--- src/rtl/ifu_pkg.sv ---
`default_nettype none
// ============================================================================
// Module      : ifu_pkg
// Description : Shared constants for the instruction fetch unit. Holds the
//               opcode map, the bit positions of each field inside the 32-bit
//               instruction word, the fetch FSM state encoding and a helper
//               that classifies an opcode as legal.
// Revision    : 1.0 - initial release
// ============================================================================
package ifu_pkg;

    // Opcode map of the simple processor.
    localparam logic [7:0] OP_MOV   = 8'h00;
    localparam logic [7:0] OP_ADD   = 8'h01;
    localparam logic [7:0] OP_AND   = 8'h02;
    localparam logic [7:0] OP_OR    = 8'h03;
    localparam logic [7:0] OP_LOADI = 8'h08;
    localparam logic [7:0] OP_SUB   = 8'h09;

    // Field positions inside the instruction word.
    localparam int C_OPCODE_MSB = 31;
    localparam int C_OPCODE_LSB = 24;
    localparam int C_DEST_MSB   = 23;
    localparam int C_DEST_LSB   = 16;
    localparam int C_SRC2_MSB   = 15;
    localparam int C_SRC2_LSB   = 8;
    localparam int C_SRC1_MSB   = 7;
    localparam int C_SRC1_LSB   = 0;

    // Fetch FSM state encoding.
    localparam int          C_STATE_W = 2;
    localparam logic [1:0]  S_IDLE    = 2'd0;
    localparam logic [1:0]  S_FETCH   = 2'd1;
    localparam logic [1:0]  S_VALID   = 2'd2;
    localparam logic [1:0]  S_DONE    = 2'd3;

    // True for every opcode the execute stage understands.
    function automatic logic op_is_legal(input logic [7:0] op);
        logic legal;
        case (op)
            OP_MOV, OP_ADD, OP_AND, OP_OR, OP_LOADI, OP_SUB: legal = 1'b1;
            default:                                          legal = 1'b0;
        endcase
        return legal;
    endfunction

endpackage : ifu_pkg
`default_nettype wire

--- src/rtl/instr_field_decode.sv ---
`default_nettype none
// ============================================================================
// Module      : instr_field_decode
// Description : Purely combinational split of the instruction register into
//               its four byte fields plus the loadi / illegal flags.
//   i_ir       : 32-bit instruction register
//   o_opcode   : bits [31:24]
//   o_dest     : bits [23:16]
//   o_src2     : bits [15:8]
//   o_src1     : bits [7:0] (immediate for loadi)
//   o_is_loadi : opcode is loadi
//   o_illegal  : opcode outside the supported set
// Revision    : 1.0 - initial release
// ============================================================================
module instr_field_decode
    import ifu_pkg::*;
(
    input  logic [31:0] i_ir,
    output logic [7:0]  o_opcode,
    output logic [7:0]  o_dest,
    output logic [7:0]  o_src2,
    output logic [7:0]  o_src1,
    output logic        o_is_loadi,
    output logic        o_illegal
);

    assign o_opcode   = i_ir[C_OPCODE_MSB:C_OPCODE_LSB];
    assign o_dest     = i_ir[C_DEST_MSB:C_DEST_LSB];
    assign o_src2     = i_ir[C_SRC2_MSB:C_SRC2_LSB];
    assign o_src1     = i_ir[C_SRC1_MSB:C_SRC1_LSB];
    assign o_is_loadi = (o_opcode == OP_LOADI);
    assign o_illegal  = !op_is_legal(o_opcode);

endmodule : instr_field_decode
`default_nettype wire

--- src/rtl/instr_fetch_unit.sv ---
`default_nettype none
// ============================================================================
// Module      : instr_fetch_unit
// Description : Program-counter sequencer for the instruction memory. Drives
//               Read_Addr, captures the returned word one cycle later into
//               the instruction register and presents the decoded fields to
//               the execute stage with a valid/ready handshake.
//   clk, reset            : clock, synchronous active-high reset
//   start                 : begin fetching at address 0 (IDLE / DONE only)
//   jump, jump_addr       : redirect the PC (FETCH / VALID only)
//   Read_Addr             : instruction memory address (always equals pc)
//   instruction           : instruction memory read data
//   dec_valid, dec_ready  : handshake towards the execute stage
//   opcode/dest/src2/src1 : decoded fields of the presented instruction
//   is_loadi, illegal     : opcode classification flags
//   pc                    : address of the presented instruction
//   done                  : program finished (WRAP = 0 only)
// Revision    : 1.0 - initial release
// ============================================================================
module instr_fetch_unit
    import ifu_pkg::*;
#(
    parameter int ADDR_W   = 3,
    parameter int PROG_LEN = 8,
    parameter int WRAP     = 0
) (
    input  logic              clk,
    input  logic              reset,
    input  logic              start,
    input  logic              jump,
    input  logic [ADDR_W-1:0] jump_addr,
    output logic [ADDR_W-1:0] Read_Addr,
    input  logic [31:0]       instruction,
    output logic              dec_valid,
    input  logic              dec_ready,
    output logic [7:0]        opcode,
    output logic [7:0]        dest,
    output logic [7:0]        src2,
    output logic [7:0]        src1,
    output logic              is_loadi,
    output logic              illegal,
    output logic [ADDR_W-1:0] pc,
    output logic              done
);

    // Address of the final program instruction; PROG_LEN never exceeds
    // 2^ADDR_W so this always fits in the PC width.
    localparam logic [ADDR_W-1:0] C_LAST_PC = ADDR_W'(PROG_LEN - 1);
    localparam logic [ADDR_W-1:0] C_PC_ONE  = ADDR_W'(1);

    logic [C_STATE_W-1:0] r_state;
    logic [C_STATE_W-1:0] w_state_nxt;
    logic [ADDR_W-1:0]    r_pc;
    logic [ADDR_W-1:0]    w_pc_nxt;
    logic [31:0]          r_ir;
    logic                 w_ir_load;

    always_ff @(posedge clk) begin
        if (reset) begin
            r_state <= S_IDLE;
            r_pc    <= '0;
            r_ir    <= '0;
        end else begin
            r_state <= w_state_nxt;
            r_pc    <= w_pc_nxt;
            if (w_ir_load) begin
                r_ir <= instruction;
            end
        end
    end

    // Next-state logic. Inside FETCH/VALID a jump overrides everything,
    // including a handshake that would otherwise complete on the same edge.
    always_comb begin
        w_state_nxt = r_state;
        w_pc_nxt    = r_pc;
        w_ir_load   = 1'b0;
        case (r_state)
            S_IDLE: begin
                if (start) begin
                    w_pc_nxt    = '0;
                    w_state_nxt = S_FETCH;
                end
            end
            S_FETCH: begin
                if (jump) begin
                    // Word in flight belongs to the old PC; refetch instead.
                    w_pc_nxt = jump_addr;
                end else begin
                    w_ir_load   = 1'b1;
                    w_state_nxt = S_VALID;
                end
            end
            S_VALID: begin
                if (jump) begin
                    w_pc_nxt    = jump_addr;
                    w_state_nxt = S_FETCH;
                end else if (dec_ready) begin
                    if (r_pc == C_LAST_PC) begin
                        if (WRAP != 0) begin
                            w_pc_nxt    = '0;
                            w_state_nxt = S_FETCH;
                        end else begin
                            // PC is left on the last address while DONE.
                            w_state_nxt = S_DONE;
                        end
                    end else begin
                        w_pc_nxt    = r_pc + C_PC_ONE;
                        w_state_nxt = S_FETCH;
                    end
                end
            end
            S_DONE: begin
                if (start) begin
                    w_pc_nxt    = '0;
                    w_state_nxt = S_FETCH;
                end
            end
            default: begin
                w_state_nxt = S_IDLE;
            end
        endcase
    end

    assign Read_Addr = r_pc;
    assign pc        = r_pc;
    assign dec_valid = (r_state == S_VALID);
    assign done      = (r_state == S_DONE);

    instr_field_decode u_decode (
        .i_ir       (r_ir),
        .o_opcode   (opcode),
        .o_dest     (dest),
        .o_src2     (src2),
        .o_src1     (src1),
        .o_is_loadi (is_loadi),
        .o_illegal  (illegal)
    );

endmodule : instr_fetch_unit
`default_nettype wire

--- config.mk ---
export PLATFORM = sky130hd
export DESIGN_NAME = instr_fetch_unit
export DESIGN_NICKNAME = d
export VERILOG_FILES = /design/src/rtl/ifu_pkg.sv /design/src/rtl/instr_field_decode.sv /design/src/rtl/instr_fetch_unit.sv
export SDC_FILE = /design/constraint.sdc
export NUM_CORES = 1
export LEC_CHECK = 0
export ABC_AREA = 0
export BUFFER_PORTS_ARGS = -buffer_cell sky130_fd_sc_hd__clkbuf_2
export CAP_MARGIN = 10
export CORE_MARGIN = 10
export CORE_UTILIZATION = 48
export CTS_CLUSTER_SIZE = 16
export DETAILED_ROUTE_END_ITERATION = 8
export PLACE_DENSITY = 0.84
export SYNTH_ARGS = -nofsm -noshare
export SYNTH_HDL_FRONTEND = slang
export SYNTH_SLANG_ARGS = --single-unit
--- constraint.sdc ---
create_clock -name clk -period 4.9 [get_ports clk]
set_clock_uncertainty 0.2 [all_clocks]
set_input_delay 0.245 -clock clk [delete_from_list [all_inputs] [get_ports clk]]
set_output_delay 0.245 -clock clk [all_outputs]
set_load 0.005 [all_outputs]
==> results.ini <==
[timing]
hold-worst-slack_ns = 0.0728
clock.fmax_mhz = 473
tightest_slew_ns = 0.749
worst_slew_margin_rel = 0.500
rsz0062_at_grt = false
drv_slew = 0
finalHoldViolations = 0
period_share = 0.432
final.setup.tns_ns = 0
finalSetupViolations = 0
setup_ws_ns = 2.78
period_minus_slack_ns = 2.12

[routing]
drt-total-wl_um = 4920
ant_nets = 0
vias_per_cell = 4.83
post-route-drc-count = 0
routedWlPerCell_um = 14.3
vias = 1665
first_iter_violations = 75
drtPass1Iterations = 6

[power]
seqPwrFrac = 0.390
p_clk_frac = 0.251
leakage_nw = 1.09
power.density_nw_per_um2 = 431
p_sw_mw = 0.339
ir_drop_uv = 315
comb_power_share = 0.359
p_sw_frac = 0.331
intPower_mw = 0.687
total_power_mw = 1.03

[cts]
clkTransAtPathRegs_ns = 0.11
postCtsSetupRepairBufs = 0
clk_latency_ns = 0.33
htree_levels = 2
cts_inserted_buffers = 5
cts_buffer_depth = 2
cts_root_buffer = clkbuf_4
clock_sinks = 37
cts_tree = yes

[global_route]
grt-ovfl-total = 0
grt_max_degree = 38
track_usage = 0.160
antenna_found_initial = 0
grt_pass1_wl_um = 7920
grt_pass1_vias = 1654

[run]
drv_cap = 0

[logic_synthesis]
ys_top_cells_by_area = dfxtp_1 47%, nand2_1 16%, a21oi_1 11%
syn_area_per_cell_sq_um = 8.15
yosysTopAreaCellShare = 0.471
ys_ff_latch = 37
netlist_area_sq_um = 1570
synth-async-reset-ratio = 0
syn_inst = 193
synth_nets = 239
ys_seq_area_frac = 0.471
synth_ff_type = dfxtp_1
yosysWarnings = 0
post_synth_num_cell_types = 28
synth_largest_area_cell = dfxtp_1
synth_edf_count = 0

[layout]
area_growth_syn_to_layout_pct = 51.5
fin_nets = 346
postLayoutCoreUtil = 0.768
design_area_sq_um = 2380
n_antenna_cell = 0
drive_gt1_frac = 0.322
final_cells = 345

[place]
gp_congestion = 0.780
post_dp_cell_area_sq_um = 1930
dp_slack_ns = 2.45
dp_hpwl_um = 3200
portBuffers = 81
placed_cells = 303

[worst_setup_path]
startpoint_type = flip-flop
worstSetupPathType = flip-flop to primary output
critPathArrivalTime_ns = 1.67
cp-end-kind = primary output
crit_required_ns = 4.45
path_max_fanout = 3

[die]
start_util = 0.507
die_x_um = 77.2
boundaryPins = 82
rows = 20
die_h_um = 77.2
coreArea_sq_um = 3100
die_area_sq_um = 5970

[status]
outcome = completed

[hold_path]
min_path_type = primary input to flip-flop

power by group through the flow:
| stage | clock network, mW | logic, mW | registers [mW] |
|---|---|---|---|
| 2_1_floorplan | 0 | 0.238 | 0.404 |
| 3_3_place_gp | 0 | 0.332 | 0.403 |
| 3_5_place_dp | 0 | 0.341 | 0.406 |
| 4_1_cts | 0.263 | 0.364 | 0.399 |
| 5_1_grt | 0.277 | 0.414 | 0.409 |
| 6_report | 0.258 | 0.368 | 0.400 |
synth_stat cells, types with 2 or more instances:
cell	count
a21oi_1	33
buf_6	4
buf_4	4
a211oi_1	3
nand2b_1	2
nor2b_1	2
nor2_1	7
inv_1	4
nand2_1	69
buf_2	3
clkbuf_1	4
ha_1	6
dfxtp_1	37
cell type report:
| cell class | count | area, sq um |
|---|---|---|
| repair buffers | 116 | 758 |
| flip-flops and latches | 37 | 741 |
| fillers | 245 | 721 |
| multi-input cells | 136 | 711 |
| clock inverters | 3 | 65.1 |
| well taps | 44 | 55.1 |
| clock buffers | 5 | 37.5 |
| inverters | 4 | 15.0 |
final timing paths:
check        slack, ns    startpoint      endpoint  depth (start not counted)
max               2.78      r_ir[26]      is_loadi                          4
min               0.07  jump_addr[1]  Read_Addr[1]                          4
max reg2reg       2.84    r_state[1]      r_ir[16]                          6
min reg2reg       0.26      r_ir[22]      r_ir[22]                          2
layer usage:
metal,track usage,wire [um],part of all wire,up-vias
li1,-,-,-,845
met1,0.173,2110,0.43,754
met2,0.283,2470,0.50,62
met3,0.0524,274,0.056,4
met4,0.0566,58,0.012,0
met5,0,0,0,-
sequential cells by signal, summed over array words and instances (netlist names):
name / flops
r_state: 2
Read_Addr: 3
r_ir: 32
cell usage in the layout (no fill, tap or decap), types with 2 or more instances in the layout:
master and count:
ha_1 6, clkbuf_4 5, inv_1 4, dfxtp_1 37, a21oi_1 33, nor2_1 7, a211oi_1 3, dlygate4sd3_1 33
bufinv_16 2, nand2_1 69, nand2b_1 2, clkbuf_2 81
timing repair:
item	CTS	global route
gates resized for setup	0	0
hold endpoints to repair	33	0
hold buffers	33	0
endpoints found under the setup margin	0	0
worst max-delay path, cell delays in order, from the launching register on:
cell      delay, ns
dfxtp_1        0.33
or4_1          0.53
nor2_1         0.19
and3_1         0.18
clkbuf_2       0.11
logic make-up after synthesis:
logic type | Yosys count | synth area share
and+or+nand+nor | 85 | 0.224
AOI/OAI and AO/OA | 44 | 0.171
DFF | 37 | 0.471
buffers and inverters | 20 | 0.0787
adders and majority gates | 6 | 0.0477
muxes | 1 | 0.00716
Note: power is estimated with default switching activity, not from simulation.
